## config.mk

```make
export PLATFORM = sky130hd
export DESIGN_NAME = cpu_network_interface
export DESIGN_NICKNAME = d
export VERILOG_FILES = /design/src/rtl/cpu_network_interface.sv
export SDC_FILE = /design/constraint.sdc
export NUM_CORES = 1
export LEC_CHECK = 0
export BUFFER_PORTS_ARGS = -buffer_cell sky130_fd_sc_hd__buf_2
export CORE_MARGIN = 2
export CORE_UTILIZATION = 45
export CTS_CLUSTER_SIZE = 14
export DETAILED_ROUTE_END_ITERATION = 16
export GPL_ROUTABILITY_DRIVEN = 0
export PLACE_DENSITY = 0.71
export SYNTH_ARGS = -nofsm -noshare
export SYNTH_HDL_FRONTEND = slang
export SYNTH_SLANG_ARGS = --single-unit
```

## constraint.sdc

```tcl
create_clock -name CLK -period 2.64 [get_ports CLK]
set_input_delay 0.264 -clock CLK [delete_from_list [all_inputs] [get_ports CLK]]
set_output_delay 0.264 -clock CLK [all_outputs]
set_load 0.01 [all_outputs]
```

## src/rtl/cpu_network_interface.sv

```systemverilog
// cpu_network_interface
// MEM-stage network interface of the pipelined RV32IMF core. SWNET requests
// are queued into a TX FIFO toward the local router; LWNET requests are served
// from an RX FIFO filled by the router. BUSYWAIT stalls the pipeline whenever a
// request cannot complete in the current cycle.
//
// Ports:
//   CLK        in   core clock, rising edge
//   RESET      in   asynchronous active-low reset
//   NET_WRITE  in   SWNET in MEM
//   NET_READ   in   LWNET in MEM
//   NET_ADDR   in   destination node/neuron address
//   NET_WDATA  in   SWNET payload
//   NET_RDATA  out  LWNET result (0 while RX is empty)
//   BUSYWAIT   out  pipeline stall request
//   TX_VALID   out  TX FIFO head valid
//   TX_READY   in   router accepts the TX head
//   TX_PACKET  out  {dest address, payload} at the TX head
//   RX_VALID   in   router offers a payload
//   RX_READY   out  RX FIFO can accept
//   RX_DATA    in   incoming payload
module cpu_network_interface #(
    parameter int FIFO_DEPTH = 4,
    parameter int DATA_WIDTH = 32
) (
    input  logic                   CLK,
    input  logic                   RESET,
    input  logic                   NET_WRITE,
    input  logic                   NET_READ,
    input  logic [31:0]            NET_ADDR,
    input  logic [DATA_WIDTH-1:0]  NET_WDATA,
    output logic [DATA_WIDTH-1:0]  NET_RDATA,
    output logic                   BUSYWAIT,
    output logic                   TX_VALID,
    input  logic                   TX_READY,
    output logic [32+DATA_WIDTH-1:0] TX_PACKET,
    input  logic                   RX_VALID,
    output logic                   RX_READY,
    input  logic [DATA_WIDTH-1:0]  RX_DATA
);

    localparam int PTR_W = (FIFO_DEPTH > 1) ? $clog2(FIFO_DEPTH) : 1;
    localparam int CNT_W = PTR_W + 1;
    localparam int PKT_W = 32 + DATA_WIDTH;
    localparam logic [PTR_W-1:0] PTR_ONE  = PTR_W'(1);
    localparam logic [CNT_W-1:0] CNT_ONE  = CNT_W'(1);
    localparam logic [CNT_W-1:0] CNT_FULL = CNT_W'(FIFO_DEPTH);

    logic [PKT_W-1:0]      txMem_q [FIFO_DEPTH];
    logic [DATA_WIDTH-1:0] rxMem_q [FIFO_DEPTH];

    logic [PTR_W-1:0] txRdPtr_q, txRdPtr_d, txWrPtr_q, txWrPtr_d;
    logic [PTR_W-1:0] rxRdPtr_q, rxRdPtr_d, rxWrPtr_q, rxWrPtr_d;
    logic [CNT_W-1:0] txCount_q, txCount_d, rxCount_q, rxCount_d;

    logic txFull, txEmpty, rxFull, rxEmpty;
    logic txPush, txPop, rxPush, rxPop;

    // Full/empty come from registered counts only, so BUSYWAIT never depends
    // combinationally on TX_READY or RX_VALID.
    always_comb begin
        txFull  = (txCount_q == CNT_FULL);
        txEmpty = (txCount_q == '0);
        rxFull  = (rxCount_q == CNT_FULL);
        rxEmpty = (rxCount_q == '0);

        // An illegal decode with both requests high serves the write only.
        txPush = NET_WRITE & ~txFull;
        txPop  = ~txEmpty & TX_READY;
        rxPush = RX_VALID & RX_READY;
        rxPop  = NET_READ & ~NET_WRITE & ~rxEmpty;
    end

    always_comb begin
        txRdPtr_d = txRdPtr_q;
        txWrPtr_d = txWrPtr_q;
        txCount_d = txCount_q;
        rxRdPtr_d = rxRdPtr_q;
        rxWrPtr_d = rxWrPtr_q;
        rxCount_d = rxCount_q;

        if (txPush) txWrPtr_d = txWrPtr_q + PTR_ONE;
        if (txPop)  txRdPtr_d = txRdPtr_q + PTR_ONE;
        case ({txPush, txPop})
            2'b10:   txCount_d = txCount_q + CNT_ONE;
            2'b01:   txCount_d = txCount_q - CNT_ONE;
            default: txCount_d = txCount_q;
        endcase

        if (rxPush) rxWrPtr_d = rxWrPtr_q + PTR_ONE;
        if (rxPop)  rxRdPtr_d = rxRdPtr_q + PTR_ONE;
        case ({rxPush, rxPop})
            2'b10:   rxCount_d = rxCount_q + CNT_ONE;
            2'b01:   rxCount_d = rxCount_q - CNT_ONE;
            default: rxCount_d = rxCount_q;
        endcase
    end

    always_ff @(posedge CLK or negedge RESET) begin
        if (!RESET) begin
            txRdPtr_q <= '0;
            txWrPtr_q <= '0;
            txCount_q <= '0;
            rxRdPtr_q <= '0;
            rxWrPtr_q <= '0;
            rxCount_q <= '0;
        end else begin
            txRdPtr_q <= txRdPtr_d;
            txWrPtr_q <= txWrPtr_d;
            txCount_q <= txCount_d;
            rxRdPtr_q <= rxRdPtr_d;
            rxWrPtr_q <= rxWrPtr_d;
            rxCount_q <= rxCount_d;
        end
    end

    // Storage needs no reset: entries are only visible once counted.
    always_ff @(posedge CLK) begin
        if (txPush) txMem_q[txWrPtr_q] <= {NET_ADDR, NET_WDATA};
        if (rxPush) rxMem_q[rxWrPtr_q] <= RX_DATA;
    end

    always_comb begin
        TX_VALID  = ~txEmpty;
        TX_PACKET = txMem_q[txRdPtr_q];
        // RX_READY is held low while reset is asserted.
        RX_READY  = RESET & ~rxFull;
        NET_RDATA = rxEmpty ? '0 : rxMem_q[rxRdPtr_q];
        BUSYWAIT  = 1'b0;
        if (NET_WRITE) begin
            BUSYWAIT = txFull;
        end else if (NET_READ) begin
            BUSYWAIT = rxEmpty;
        end
    end

endmodule

```

# [Word-level counts from Yosys, hierarchy flattened]
# Memory sizes are Yosys's and may differ from the RTL's.
# Index checks and enable logic that the tools add are counted.
[op_classes] addsub=8 eq_ne=6 muxes=9 bitwise_logic=11 reduce_logical=4
[ops] op="$mux 32" count=1
[ops] op="$pmux 3 s2" count=2
[ops] op="$add 2x1->2 const B" count=4
[ops] op="$add 3x1->3 const B" count=2
[ops] op="$and 1x1->1" count=6
[ops] op="$eq 3x3->1 const B" count=2
[ops] op="$logic_not 3->1" count=2
[ops] op="$mux 1" count=6
[ops] op="$sub 3x1->3 const B" count=2
[ops] op="$not 1->1" count=5
[ops] op="$eq 2x1->1 const B" count=2
[ops] op="$eq 2x2->1 const B" count=2
[ops] op="$reduce_bool 2->1" count=2
[word_totals] register_bits=14 ramBits=384 inputBits=102 output_inout_bits=99 elab_cells=46 mem_count=2
[memory_table] name="txMem_q" depth=4 word_bits=64 read_ports=1 rd_ports_with_merged_regs=0 write_ports=1 line="49" rtl="logic [PKT_W-1:0] txMem_q [FIFO_DEPTH];"
[memory_table] name="rxMem_q" depth=4 word_bits=32 read_ports=1 rd_ports_with_merged_regs=0 write_ports=1 line="50" rtl="logic [DATA_WIDTH-1:0] rxMem_q [FIFO_DEPTH];"

# [Depth between registers and ports, before layout]
# Gate-level depths: netlist of the first run.
[depth] ltp_word=6 mapped_depth=9 ltp_nobuf=9

# [Worst setup path after synthesis of the first run]
# Ideal clock, no wire load.
[synth_path] kind="register to register" start="reg txCount_q[0]" end="mem txMem_q[2][0] in the netlist's numbering (enable)" setup_time_ps=429 arrival_ps=2336 required_ps=2211 slack_ps=-125 path_stages_with_launch=4 n_path_buf=0 period_less_slack_ps=2765 path_cell_list="dfrtp_1 > inv_1 > a31oi_2 > and2_1"
[synth_between] elab_chain_len=5
[synth_rtl] item="from (decl)" line="54" rtl="logic [CNT_W-1:0] txCount_q, txCount_d, rxCount_q, rxCount_d;"
[synth_rtl] item="from (signal assigned)" line="110" rtl="txCount_q <= txCount_d;"
[synth_rtl] item="$eq 3x3->1" line="62" rtl="txFull = (txCount_q == CNT_FULL);"
[synth_rtl] item="$not 1->1" line="68" rtl="txPush = NET_WRITE & ~txFull;"
[synth_rtl] item="$and 1x1->1" line="68"
[synth_rtl] item="$mux 1" line="119" rtl="if (txPush) txMem_q[txWrPtr_q] <= {NET_ADDR, NET_WDATA};"
[synth_rtl] item="$mux 1 (implied by the code)" line="119"
[synth_rtl] item="to (decl)" line="49"
# No other way between the ends.

# [Worst setup path after layout of the first run]
[layout_path] start="reg txRdPtr_q[0]" end="out TX_PACKET[61]"
[layout_between] elab_chain_len=1
[layout_rtl] item="from (decl)" line="52" rtl="logic [PTR_W-1:0] txRdPtr_q, txRdPtr_d, txWrPtr_q, txWrPtr_d;"
[layout_rtl] item="from (signal assigned)" line="108" rtl="txRdPtr_q <= txRdPtr_d;"
[layout_rtl] item="$mem_v2 4x64"
[layout_rtl] item="to (decl)" line="36" rtl="output logic [32+DATA_WIDTH-1:0] TX_PACKET,"
# No other way between the ends.

==> results of run 1 <==
final cells by class:
cell class              count  area share
diodes                      2    0.000266
well taps                 442      0.0294
multi-input cells         180       0.150
repair buffers            320       0.121
clock buffers              52      0.0578
flip-flops and latches    398       0.632
inverters                  13     0.00259
clock inverters            16     0.00731
cell usage after synthesis (2+ instances only):
| cell | n | area, um2 |
|---|---|---|
| a21oi_1 | 2 | 10.0 |
| and2_1 | 8 | 50.1 |
| buf_2 | 10 | 50.1 |
| buf_4 | 5 | 37.5 |
| buf_6 | 4 | 45.0 |
| clkbuf_1 | 5 | 18.8 |
| dfrtp_1 | 14 | 350 |
| edfxtp_1 | 384 | 11500 |
| fa_1 | 2 | 40.0 |
| ha_1 | 10 | 125 |
| inv_1 | 13 | 48.8 |
| mux2_2 | 2 | 22.5 |
| mux4_2 | 96 | 2160 |
| nand2_1 | 3 | 11.3 |
| nor2_1 | 4 | 15.0 |
| nor2b_1 | 32 | 200 |
| xnor2_1 | 5 | 43.8 |
| xor2_1 | 7 | 61.3 |
per-layer routing:
metal  wire (um)  up-vias
met3        2370       47
met1       11600     3669
li1            -     3233
met4         545        2
met5          11        -
met2       14400      236
worst min-delay path: cells and delay by family:
family	cells	cell delay, ps
AND/OR/NAND/NOR	1	80
XOR/XNOR	1	130
buffers and inverters	1	110
registers in the layout, summed over array words and instances (netlist names):
register / flops
txMem_q: 256
rxMem_q: 128
rxCount_q: 3
txCount_q: 3
rxRdPtr_q: 2
rxWrPtr_q: 2
txRdPtr_q: 2
txWrPtr_q: 2
worst paths after layout:
path | end | slack (ps) | cells after the start
setup / recovery | TX_PACKET[61] | 270 | 3
hold / removal | rxRdPtr_q[0]$_DFFE_PN0P_ | 120 | 3
setup reg to reg | rxCount_q[2]$_DFFE_PN0P_ | 640 | 8
hold reg to reg | txCount_q[0]$_DFFE_PN0P_ | 520 | 1
max in group asynchronous | txRdPtr_q[0]$_DFFE_PN0P_ | 2140 | 3
min in group asynchronous | rxWrPtr_q[1]$_DFFE_PN0P_ | 280 | 3
cells by family after synthesis:
| family | Yosys count | share of synthesized area |
|---|---|---|
| flip-flops | 398 | 0.797 |
| multiplexers | 99 | 0.147 |
| AND/OR/NAND/NOR | 51 | 0.0214 |
| buffers and inverters | 38 | 0.0137 |
| XOR/XNOR | 12 | 0.00705 |
| adder cells (fa/ha/maj) | 12 | 0.0111 |
| AO/OA/AOI/OAI | 6 | 0.00294 |
report_power, final:
| group | switching [uW] | internal, uW |
|---|---|---|
| sequential | 408 | 8150 |
| clock | 2210 | 3090 |
| combinational | 3150 | 2930 |
timing repair:
action / CTS / global route
gates resized for setup: 0 / 0
endpoints found under the hold margin: 398 / 0
hold buffers: 97 / 0
metrics by stage:
step | worst slack [ps] | instances | area (um2)
floorplan | 562 | 616 | 14900
global placement | 657 | 1256 | 16600
detailed placement | 620 | 1256 | 16600
CTS | 203 | 1421 | 18800
global route | 147 | 1421 | 18800
finish | 272 | 1423 | 18800
==> results_tabular.tex, run 1 <==
\begin{tabular}{lr}
\hline
Metric & Value \\
\hline
\multicolumn{2}{l}{\textbf{STA}} \\
Min cycle time layout & between 2000 and 2500 ps \\
Final count of pins violating max slew & 0 \\
Worst slew pin tran & between 500 and 600 ps \\
Final hold violation count & 0 \\
Unrepaired setup endpoints after global routing & no \\
Highest attainable clock frequency & between 400 and 500 MHz \\
Final hold slack & approximately 120 ps \\
Clock skew & roughly 18 ps \\
Worst-case headroom to the max-slew limit & 0.661 \\
Fraction of the cycle the final worst path needs & 0.897 \\
Final sum of negative setup slack & 0 ps \\
Final setup viols & 0 \\
\multicolumn{2}{l}{\textbf{Critical path}} \\
Worst stage delay on the critical path & 570 ps \\
CP Class & flip-flop to primary output \\
Critical path buffer and inverter count & 2 \\
Element type at the critical path end & primary output \\
Worst-path fanout max & 12 \\
Critical register-to-register path startpoint & rxCount\_q[0]\$\_DFFE\_PN0P\_ \\
Cell family with most CP delay & flip-flops \\
CP Data Required Time & 2380 ps \\
Kind of start point of the critical path & flip-flop \\
Beginning of the critical path & txRdPtr\_q[0]\$\_DFFE\_PN0P\_ \\
Endpoint arrival time on the critical path & $\sim$2100 ps \\
Ordered cell list for the critical path & buf\_4 -> mux4\_2 -> buf\_2 \\
Slowest cell on the critical path & dfrtp\_4 \\
\multicolumn{2}{l}{\textbf{Layout}} \\
Fraction of the core area covered by cells at the end of the flow & 0.577 \\
Synth-to-Final Area Change & 26.2\% \\
Number of fill cells & $\sim$2300 \\
Most common library cell in the layout ignoring fill and taps & edfxtp\_1 \\
Most used cells in the layout excluding fill and tap cells & edfxtp\_1, buf\_2, dlygate4sd3\_1, mux4\_2, clkbuf\_16 \\
Number of nets at the end of the flow & 1067 \\
Multi-input gate area in the final layout & between 2000 and 3000 um2 \\
Storage cell area & 11900 um2 \\
Layout cells sized above 1 & 0.392 \\
\multicolumn{2}{l}{\textbf{CTS}} \\
H-tree levels & 2 \\
Clock buffer count from CTS & 40 \\
Count of clock tree sinks & between 300 and 400 \\
Longest Clk Path Bufs & 3 \\
Cell at the root of the clock tree & clkbuf\_16 \\
TritonCTS clock tree & yes \\
Clock latency reported for the late side of the worst-skew pair & approximately 520 ps \\
CTS clk-pin slew, worst paths & about 60 ps \\
Number of buffers inserted by post-CTS setup repair & 0 \\
\multicolumn{2}{l}{\textbf{Logic synthesis}} \\
Count of distinct cell types in the synthesized netlist & 28 \\
Number of warnings reported in the yosys synthesis log & 0 \\
Number of synthesized register bits & 398 \\
Number of enable flip-flop cells after synthesis & between 300 and 400 \\
Fraction of registers with async set/reset & 0.0352 \\
Post-synthesis sequential area ratio & 0.797 \\
Most used DFF post-synth & edfxtp\_1 \\
Mean post-synth cell area & 24.2 um2 \\
Net count of the mapped netlist & between 700 and 800 \\
Netlist area before placement & approximately 15000 um2 \\
Post-Synthesis Cells & around 600 \\
\multicolumn{2}{l}{\textbf{Global route}} \\
Global-route track usage on met1 & 0.213 \\
Met2 track demand over resource & 0.284 \\
Number of antenna violations at the first check in global routing & 3 \\
First-pass GRT wire length & 43800 um \\
Global-route congestion overflow total & 0 \\
Maximum number of pins on one net before global-route repair & 55 \\
Number of global-route vias before repair & between 7000 and 8000 \\
All-layer global routing usage & 0.169 \\
Global Route met3 Usage & 0.0528 \\
Most utilized layer in the global route result & met2 \\
\multicolumn{2}{l}{\textbf{Power}} \\
Total power consumption of the routed design & 19900 uW \\
LEAKAGE & approximately 0.0066 uW \\
Largest vdd supply drop & 0.680 mV \\
Power density over cell area & 1060 nW/um2 \\
\multicolumn{2}{l}{\textbf{Drt}} \\
DRC marker count from the first detailed-route iteration & $\sim$430 \\
Post-detailed-route wirelength per cell & $\sim$20 um \\
DR vias/cell & roughly 5.1 \\
Detailed-route wire length & around 29000 um \\
Post-route DRC & 0 \\
Total iterations of the first detailed-routing run & 4 \\
Number of vias after detailed routing & $\sim$7000 \\
Antenna-violating nets left & 0 \\
\multicolumn{2}{l}{\textbf{Floorplanning}} \\
Initial core utilization & 0.457 \\
Die area & 34600 um2 \\
Chip Width & 186 um \\
Top-level port count & approximately 200 \\
Area of the core & between 30000 and 40000 um2 \\
Core Rows & 66 \\
Die Span Y & about 190 um \\
\multicolumn{2}{l}{\textbf{Placed design}} \\
Number of I/O port buffers & 200 \\
Detailed-placement wirelength estimate & $\sim$17000 um \\
\multicolumn{2}{l}{\textbf{Worst hold path}} \\
Hold Path Class & input port to flip-flop \\
Min-delay src & NET\_WRITE \\
\multicolumn{2}{l}{\textbf{Run status}} \\
Status & complete, no violations \\
\multicolumn{2}{l}{\textbf{Flow run}} \\
Number of violations of the max-capacitance limit & 0 \\
\hline
\end{tabular}
Note: power is estimated with default switching activity, not from simulation.
==> inputs of run 2 (changes only) <==
--- a/config.mk
+++ b/config.mk
@@ -12,6 +12,8 @@
 export DETAILED_ROUTE_END_ITERATION = 16
 export GPL_ROUTABILITY_DRIVEN = 0
 export PLACE_DENSITY = 0.71
+export RECOVER_POWER = 25
 export SYNTH_ARGS = -nofsm -noshare
 export SYNTH_HDL_FRONTEND = slang
 export SYNTH_SLANG_ARGS = --single-unit
+export TNS_END_PERCENT = 20
==> run 2 against run 1 <==
Net effect:
- sequential power decreased by 0.5%
- core utilization shrank 0.13 points
- non-clock buffer count down 1
- global-route usage decreased by 0.47 points
- wire length shrank 2.6%
- clock skew increased by 8.5 ps
- register-to-register slack worse by 50 ps
- final cell count up 0.28%
- count of clock-buffer cells in the layout increased by 1
- die area did not move
- hold slack improved by 9.1 ps
==> results_tabular.tex, run 2 (synthesis results as in run 1) <==
\begin{tabular}{lr}
\hline
Metric & Value \\
\hline
\multicolumn{2}{l}{\textbf{STA}} \\
Min cycle time layout & 2370 ps (+6.17 ps) \\
Final hold slack & 125 ps (+9.10 ps) \\
Post-route worst setup slack & 266 ps (-6.17 ps) \\
Final setup viols & 0 (unchanged) \\
Highest attainable clock frequency & 421 MHz (-0.26\%) \\
Fraction of the cycle the final worst path needs & 0.899 (+0.00234) \\
Worst-case headroom to the max-slew limit & 0.448 (-0.213) \\
Worst slew pin tran & 828 ps (+320 ps) \\
Final count of pins violating max slew & 0 (unchanged) \\
Final hold violation count & 0 (unchanged) \\
Clock skew & 27.0 ps (+8.49 ps) \\
Unrepaired setup endpoints after global routing & no \\
Final sum of negative setup slack & 0 ps (unchanged) \\
\multicolumn{2}{l}{\textbf{Critical path}} \\
CP Class & flip-flop to primary output \\
Critical path buffer and inverter count & 2 (unchanged) \\
CP Data Required Time & 2380 ps (about the same) \\
Critical register-to-register path startpoint & rxCount\_q[1]\$\_DFFE\_PN0P\_ \\
Worst stage delay on the critical path & 590 ps (+20 ps) \\
Critical path depth in cells & 3 (unchanged) \\
Element type at the critical path end & primary output \\
Beginning of the critical path & txRdPtr\_q[0]\$\_DFFE\_PN0P\_ \\
Cell count of the worst reg-to-reg path & 9 (+1) \\
Endpoint arrival time on the critical path & 2110 ps (about the same) \\
Cell family with most CP delay & multiplexers \\
Worst-path fanout max & 16 (+4) \\
Kind of start point of the critical path & flip-flop \\
Ordered cell list for the critical path & buf\_4 -> mux4\_2 -> buf\_2 \\
Slowest cell on the critical path & mux4\_2 \\
\multicolumn{2}{l}{\textbf{Layout}} \\
Biggest regs & txMem\_q: 256 flops, rxMem\_q: 128 flops \\
Multi-input gate area in the final layout & 2830 um2 (unchanged) \\
Most used cells in the layout excluding fill and tap cells & edfxtp\_1, buf\_2, dlygate4sd3\_1, mux4\_2, clkbuf\_1 \\
Layout cells sized above 1 & 0.330 (-0.0620) \\
Most flops, register & txMem\_q \\
Synth-to-Final Area Change & 25.9\% \\
Non-Filler Instances & 1427 (+0.28\%) \\
Number of nets at the end of the flow & 1067 (unchanged) \\
Fraction of the core area covered by cells at the end of the flow & 0.576 (-0.00134) \\
Most common library cell in the layout ignoring fill and taps & edfxtp\_1 \\
Number of flip-flops in the largest register & 256 (unchanged) \\
Storage cell area & 11900 um2 (unchanged) \\
Number of fill cells & 2377 (+2.2\%) \\
\multicolumn{2}{l}{\textbf{Worst hold path}} \\
Hold Path Class & input port to flip-flop \\
Min-delay src & NET\_WRITE \\
Hold Path Cell Cnt & 3 (unchanged) \\
\multicolumn{2}{l}{\textbf{Drt}} \\
Number of vias after detailed routing & 7250 (+0.88\%) \\
Detailed-route wire length & 28100 um (-2.6\%) \\
Antenna-violating nets left & 0 (unchanged) \\
Total iterations of the first detailed-routing run & 7 (+3) \\
Post-route DRC & 0 (unchanged) \\
DR vias/cell & 5.08 (+0.59\%) \\
Post-detailed-route wirelength per cell & 19.7 um (-2.9\%) \\
DRC marker count from the first detailed-route iteration & 446 (+4.2\%) \\
\multicolumn{2}{l}{\textbf{Placed design}} \\
Setup Slack @ Placement & 552 ps (-68.1 ps) \\
Number of I/O port buffers & 200 (unchanged) \\
Detailed-placement wirelength estimate & 16700 um (-1.9\%) \\
Number of instances in the placed design & 1255 (-0.080\%) \\
\multicolumn{2}{l}{\textbf{Global route}} \\
Number of antenna violations at the first check in global routing & 3 (unchanged) \\
Maximum number of pins on one net before global-route repair & 65 (+18\%) \\
All-layer global routing usage & 0.164 (-0.00465) \\
Global-route congestion overflow total & 0 (unchanged) \\
First-pass GRT wire length & 43300 um (-1.3\%) \\
Number of global-route vias before repair & 7840 (+0.18\%) \\
\multicolumn{2}{l}{\textbf{CTS}} \\
TritonCTS clock tree & yes \\
CTS clk-pin slew, worst paths & 60 ps (about the same) \\
Longest Clk Path Bufs & 3 (unchanged) \\
Clock buffer count from CTS & 41 (+2.5\%) \\
Resized cells post-CTS & 0 (unchanged) \\
Clock latency reported for the late side of the worst-skew pair & 540 ps (+20 ps) \\
Number of buffers inserted by post-CTS setup repair & 0 (unchanged) \\
Cell at the root of the clock tree & clkbuf\_16 \\
Count of clock tree sinks & 398 (unchanged) \\
H-tree levels & 2 (unchanged) \\
\multicolumn{2}{l}{\textbf{Power}} \\
Sw power & 5820 uW (+0.96\%) \\
Power density over cell area & 1060 nW/um2 (+0.32\%) \\
Switching share of power & 0.291 (+0.00250) \\
Part of the power in the clock network & 0.270 (+0.004) \\
Largest vdd supply drop & 0.759 mV (+12\%) \\
Share of power burned in combinational logic & 0.303 (-0.002) \\
Int Power & 14100 uW (-0.26\%) \\
LEAKAGE & 0.00642 uW (-2.4\%) \\
Power share of the sequential group & 0.427 (-0.002) \\
\multicolumn{2}{l}{\textbf{Floorplanning}} \\
Core Rows & 66 (unchanged) \\
Die Span Y & 186 um (unchanged) \\
Initial core utilization & 0.457 (unchanged) \\
Die area & 34600 um2 (unchanged) \\
Chip Width & 186 um (unchanged) \\
Area of the core & 32600 um2 (unchanged) \\
Top-level port count & 201 (unchanged) \\
\multicolumn{2}{l}{\textbf{Run status}} \\
Status & complete, no violations \\
\multicolumn{2}{l}{\textbf{Flow run}} \\
Number of violations of the max-capacitance limit & 0 (unchanged) \\
\hline
\end{tabular}
## run 2: area by class of cell
cell class                 count  share of cell area
timing repair buffer         319               0.116
multi-input combinational    180               0.151
sequential                   398               0.633
antenna                        1            0.000133
tap                          442              0.0294
inverter                      13             0.00260
clock buffer                  53              0.0570
clock inverter                21              0.0105
## run 2: power groups by stage
stage / Clock, uW / Sequential [uW] / Combinational, uW
CTS: 5520 / 8530 / 6210
detailed placement: 0 / 8660 / 6080
global route: 5780 / 8620 / 6660
finish: 5390 / 8520 / 6050
global placement: 0 / 8610 / 6040
floorplan: 0 / 8510 / 3970
## run 2: per-stage QoR
| stage | instance area [um2] | power, uW |
|---|---|---|
| after floorplan | 14900 | 12500 |
| after global routing | 18800 | 21100 |
| final | 18800 | 20000 |
| after CTS | 18900 | 20300 |
| after detailed placement | 16600 | 14700 |
| after global placement | 16600 | 14600 |
## run 2: worst reg2reg max path, stage by stage (launching register included)
cell	delay, ps
dfrtp_1	440
nor2_1	90
a21oi_1	460
inv_1	90
ha_1	230
inv_1	80
fa_1	180
xor2_1	150
nor2_1	70
xor2_1	140
## run 2: metal layers
layer | up-vias | wire (um) | share of wire | GRT usage
met5 | - | 21 | 0.00075 | 0
met3 | 46 | 2540 | 0.090 | 0.0538
met4 | 4 | 457 | 0.016 | 0.0365
li1 | 3242 | - | - | -
met2 | 260 | 13600 | 0.49 | 0.271
met1 | 3698 | 11500 | 0.41 | 0.213
## run 2: repair_timing
item | in CTS | in global routing
setup endpoints to repair | 0 | 0
hold buffers | 97 | 0
endpoints found under the hold margin | 398 | 0
## run 2: path summary, 6_finish.rpt
check | slack [ps] | end
setup / recovery | 270 | TX_PACKET[60]
hold / removal | 120 | rxRdPtr_q[0]$_DFFE_PN0P_
setup reg to reg | 590 | rxCount_q[2]$_DFFE_PN0P_
hold reg to reg | 520 | txCount_q[0]$_DFFE_PN0P_
max in group asynchronous | 1550 | txRdPtr_q[0]$_DFFE_PN0P_
min in group asynchronous | 490 | txCount_q[2]$_DFFE_PN0P_
==> inputs of run 3 (changes only) <==
--- a/config.mk
+++ b/config.mk
@@ -5,13 +5,14 @@
 export SDC_FILE = /design/constraint.sdc
 export NUM_CORES = 1
 export LEC_CHECK = 0
+export ABC_AREA = 1
 export BUFFER_PORTS_ARGS = -buffer_cell sky130_fd_sc_hd__buf_2
 export CORE_MARGIN = 2
-export CORE_UTILIZATION = 45
+export CORE_UTILIZATION = 25
 export CTS_CLUSTER_SIZE = 14
 export DETAILED_ROUTE_END_ITERATION = 16
 export GPL_ROUTABILITY_DRIVEN = 0
-export PLACE_DENSITY = 0.71
+export PLACE_DENSITY = 0.46
 export RECOVER_POWER = 25
 export SYNTH_ARGS = -nofsm -noshare
 export SYNTH_HDL_FRONTEND = slang
==> run 3 against run 2 <==
Net effect:
- hold slack got worse by 15 ps
- flip-flop and latch count stayed put
- count of clock-buffer cells in the layout up 1
- largest power group unchanged
==> results_tabular.tex, run 3 <==
\begin{tabular}{lr}
\hline
Metric & Value \\
\hline
\multicolumn{2}{l}{\textbf{Logic synthesis}} \\
Number of synthesized register bits & 398 (unchanged) \\
Number of enable flip-flop cells after synthesis & 384 (unchanged) \\
Dominant combinational cell family by area after synthesis & simple AND/OR/NAND/NOR gates \\
Netlist area before placement & 16000 um2 (+7.0\%) \\
Biggest area contributors in the synthesized netlist & edfxtp\_1, o21ai\_1, nor2\_1 \\
Net count of the mapped netlist & 1422 (+95\%) \\
Number of warnings reported in the yosys synthesis log & 0 (unchanged) \\
Multiplexer share of the synthesized area & 0 (-0.147) \\
Most used standard cells in the synthesized netlist & edfxtp\_1, nor2\_1, o21ai\_1, nand2\_1, inv\_1 \\
Post-synthesis sequential area ratio & 0.745 (-0.0522) \\
Post-synthesis adder-cell area fraction & 0.0103 (-0.000725) \\
Post-Synthesis Cells & 1308 (+110\%) \\
Simple-Gate Fraction of Synth Area & 0.110 (+0.0888) \\
Cell type with the highest aggregate area in the netlist & edfxtp\_1 \\
Fraction of registers with async set/reset & 0.0352 (unchanged) \\
Xor and xnor fraction of the mapped netlist area & 0.00220 (-0.00485) \\
Mean post-synth cell area & 12.2 um2 (-50\%) \\
Share of Yosys cell area claimed by the top area cell type & 0.723 (-0.0506) \\
Most common cell in the synthesized netlist & edfxtp\_1 \\
Count of distinct cell types in the synthesized netlist & 21 (-25\%) \\
Most used DFF post-synth & edfxtp\_1 \\
Fraction of the mapped netlist area in compound gates & 0.0715 (+0.0686) \\
\multicolumn{2}{l}{\textbf{Drt}} \\
Detailed-route wire length & 39100 um (+39\%) \\
DR vias/cell & 4.10 (-19\%) \\
Antenna-violating nets left & 0 (unchanged) \\
DRC marker count from the first detailed-route iteration & 578 (+30\%) \\
Number of vias after detailed routing & 10300 (+43\%) \\
Total iterations of the first detailed-routing run & 5 (-2) \\
Post-route DRC & 0 (unchanged) \\
Post-detailed-route wirelength per cell & 15.5 um (-21\%) \\
\multicolumn{2}{l}{\textbf{Global route}} \\
Number of global-route vias before repair & 10300 (+31\%) \\
First-pass GRT wire length & 60900 um (+41\%) \\
Number of antenna violations at the first check in global routing & 3 (unchanged) \\
All-layer global routing usage & 0.117 (-0.0469) \\
Global-route congestion overflow total & 0 (unchanged) \\
Maximum number of pins on one net before global-route repair & 82 (+26\%) \\
\multicolumn{2}{l}{\textbf{Layout}} \\
Number of flip-flops in the largest register & 256 (unchanged) \\
Biggest regs & txMem\_q: 256 flops, rxMem\_q: 128 flops \\
Number of nets at the end of the flow & 1752 (+64\%) \\
Most flops, register & txMem\_q \\
Non-Filler Instances & 2522 (+77\%) \\
Most used cells in the layout excluding fill and tap cells & edfxtp\_1, nor2\_1, o21ai\_1, nand2\_1, inv\_1 \\
Synth-to-Final Area Change & 29.9\% \\
Layout cells sized above 1 & 0.164 (-0.166) \\
Most common library cell in the layout ignoring fill and taps & edfxtp\_1 \\
Fraction of the core area covered by cells at the end of the flow & 0.329 (-0.247) \\
\multicolumn{2}{l}{\textbf{Power}} \\
Int Power & 14400 uW (+1.9\%) \\
Sw power & 8090 uW (+39\%) \\
Part of the power in the clock network & 0.274 (+0.004) \\
Switching share of power & 0.359 (+0.0679) \\
Share of power burned in combinational logic & 0.353 (+0.050) \\
LEAKAGE & 0.00788 uW (+23\%) \\
Largest vdd supply drop & 0.694 mV (-8.6\%) \\
Power density over cell area & 1090 nW/um2 (+2.2\%) \\
Power share of the sequential group & 0.373 (-0.054) \\
\multicolumn{2}{l}{\textbf{Floorplanning}} \\
Die area & 65900 um2 (+90\%) \\
Chip Width & 257 um (+38\%) \\
Core Rows & 92 (+39\%) \\
Area of the core & 63100 um2 (+93\%) \\
Die Span Y & 257 um (+38\%) \\
Initial core utilization & 0.253 (-0.204) \\
Top-level port count & 201 (unchanged) \\
\multicolumn{2}{l}{\textbf{STA}} \\
Post-route worst setup slack & 260 ps (-5.35 ps) \\
Final setup viols & 0 (unchanged) \\
Clock skew & 43.6 ps (+16.6 ps) \\
Fraction of the cycle the final worst path needs & 0.901 (+0.00203) \\
Highest attainable clock frequency & 420 MHz (-0.23\%) \\
Min cycle time layout & 2380 ps (+5.35 ps) \\
Worst-case headroom to the max-slew limit & 0.362 (-0.0865) \\
Final hold violation count & 0 (unchanged) \\
Final hold slack & 110 ps (-14.9 ps) \\
Worst slew pin tran & 958 ps (+130 ps) \\
Final count of pins violating max slew & 0 (unchanged) \\
Final sum of negative setup slack & 0 ps (unchanged) \\
Unrepaired setup endpoints after global routing & no \\
\multicolumn{2}{l}{\textbf{Placed design}} \\
Number of I/O port buffers & 200 (unchanged) \\
Number of instances in the placed design & 2336 (+86\%) \\
Setup Slack @ Placement & 522 ps (-29.8 ps) \\
Detailed-placement wirelength estimate & 23500 um (+40\%) \\
\multicolumn{2}{l}{\textbf{CTS}} \\
Longest Clk Path Bufs & 3 (unchanged) \\
TritonCTS clock tree & yes \\
Count of clock tree sinks & 398 (unchanged) \\
H-tree levels & 2 (unchanged) \\
Clock buffer count from CTS & 46 (+12\%) \\
CTS clk-pin slew, worst paths & 60 ps (about the same) \\
Clock latency reported for the late side of the worst-skew pair & 580 ps (+40 ps) \\
Number of buffers inserted by post-CTS setup repair & 0 (unchanged) \\
Cell at the root of the clock tree & clkbuf\_16 \\
\multicolumn{2}{l}{\textbf{Critical path}} \\
Endpoint arrival time on the critical path & 2120 ps (about the same) \\
CP Data Required Time & 2380 ps (about the same) \\
CP Class & flip-flop to primary output \\
Beginning of the critical path & rxCount\_q[0]\$\_DFFE\_PN0P\_ \\
Critical R2R Capture & txCount\_q[2]\$\_DFFE\_PN0P\_ \\
Worst reg2reg setup slack & 500 ps (-90 ps) \\
Element type at the critical path end & primary output \\
Critical path destination & NET\_RDATA[2] \\
Critical register-to-register path startpoint & txCount\_q[0]\$\_DFFE\_PN0P\_ \\
Worst-path fanout max & 22 (+6) \\
Cell count of the worst reg-to-reg path & 10 (+1) \\
Kind of start point of the critical path & flip-flop \\
\multicolumn{2}{l}{\textbf{Worst hold path}} \\
Hold Path Class & input port to flip-flop \\
\multicolumn{2}{l}{\textbf{Run status}} \\
Status & complete, no violations \\
\multicolumn{2}{l}{\textbf{Flow run}} \\
Number of violations of the max-capacitance limit & 0 (unchanged) \\
\hline
\end{tabular}
==> run 3: what timing repair did <==
action                                  in CTS  in global routing
resized for setup                            1                  0
endpoints found under the setup margin      45                  0
hold endpoints to repair                   403                  0
hold buffers                               100                  0
==> run 3: area by class of cell <==
cell class              count  area (um2)
diodes                      2        5.00
well taps                 846        1060
multi-input cells         683        3160
repair buffers            349        2520
fillers                  6405       42400
clock inverters            30         302
inverters                 160         608
flip-flops and latches    398       11900
clock buffers              54        1180
==> run 3: kinds of logic (layout without fill, tap and decap cells) <==
group | Yosys count | in the layout
and+or+nand+nor | 439 | 439
DFF | 398 | 398
AOI/OAI and AO/OA | 228 | 228
buffers and inverters | 227 | 593
adders and majority gates | 12 | 12
xor gates and xnor gates | 4 | 4
other | 0 | 2
==> run 3: worst min-delay path by stage <==
stage               slack, ps                  endpoint  depth (start not counted)  startpoint
detailed placement        250  rxCount_q[0]$_DFFE_PN0P_                          2       RESET
floorplan                 -30  rxCount_q[0]$_DFFE_PN0P_                          0       RESET
CTS                        50  rxRdPtr_q[1]$_DFFE_PN0P_                          5    NET_READ
global route              120  rxRdPtr_q[1]$_DFFE_PN0P_                          5    NET_READ
finish                    110  rxRdPtr_q[1]$_DFFE_PN0P_                          5    NET_READ
global placement          270  txRdPtr_q[0]$_DFFE_PN0P_                          2       RESET
==> run 3: metal layers <==
metal / global-route usage / share of wire / vias to the layer above
met5: 0 / 0.00033 / -
met3: 0.0382 / 0.073 / 56
met1: 0.146 / 0.43 / 4923
met4: 0.0339 / 0.019 / 2
met2: 0.194 / 0.48 / 242
li1: - / - / 5126
==> run 3: metrics by stage <==
step | power (uW) | instance area [um2]
after floorplan | 13200 | 16000
after global placement | 16600 | 18300
after detailed placement | 16600 | 18300
after CTS | 23000 | 20800
after global routing | 24100 | 20700
final | 22500 | 20700
==> run 3: worst max-delay path, stage by stage (launching register included) <==
cell     delay (ps)
dfrtp_1         390
inv_2            90
nand3_1         110
inv_2           440
buf_4           270
a21oi_1          70
buf_2           140
==> run 3: power by group through the flow <==
stage | Sequential [uW] | Clock (uW) | Combinational [uW]
4_1_cts | 8410 | 6410 | 8220
2_1_floorplan | 8490 | 0 | 4720
3_5_place_dp | 8530 | 0 | 8060
3_3_place_gp | 8520 | 0 | 8030
6_report | 8400 | 6170 | 7940
5_1_grt | 8500 | 6650 | 8970
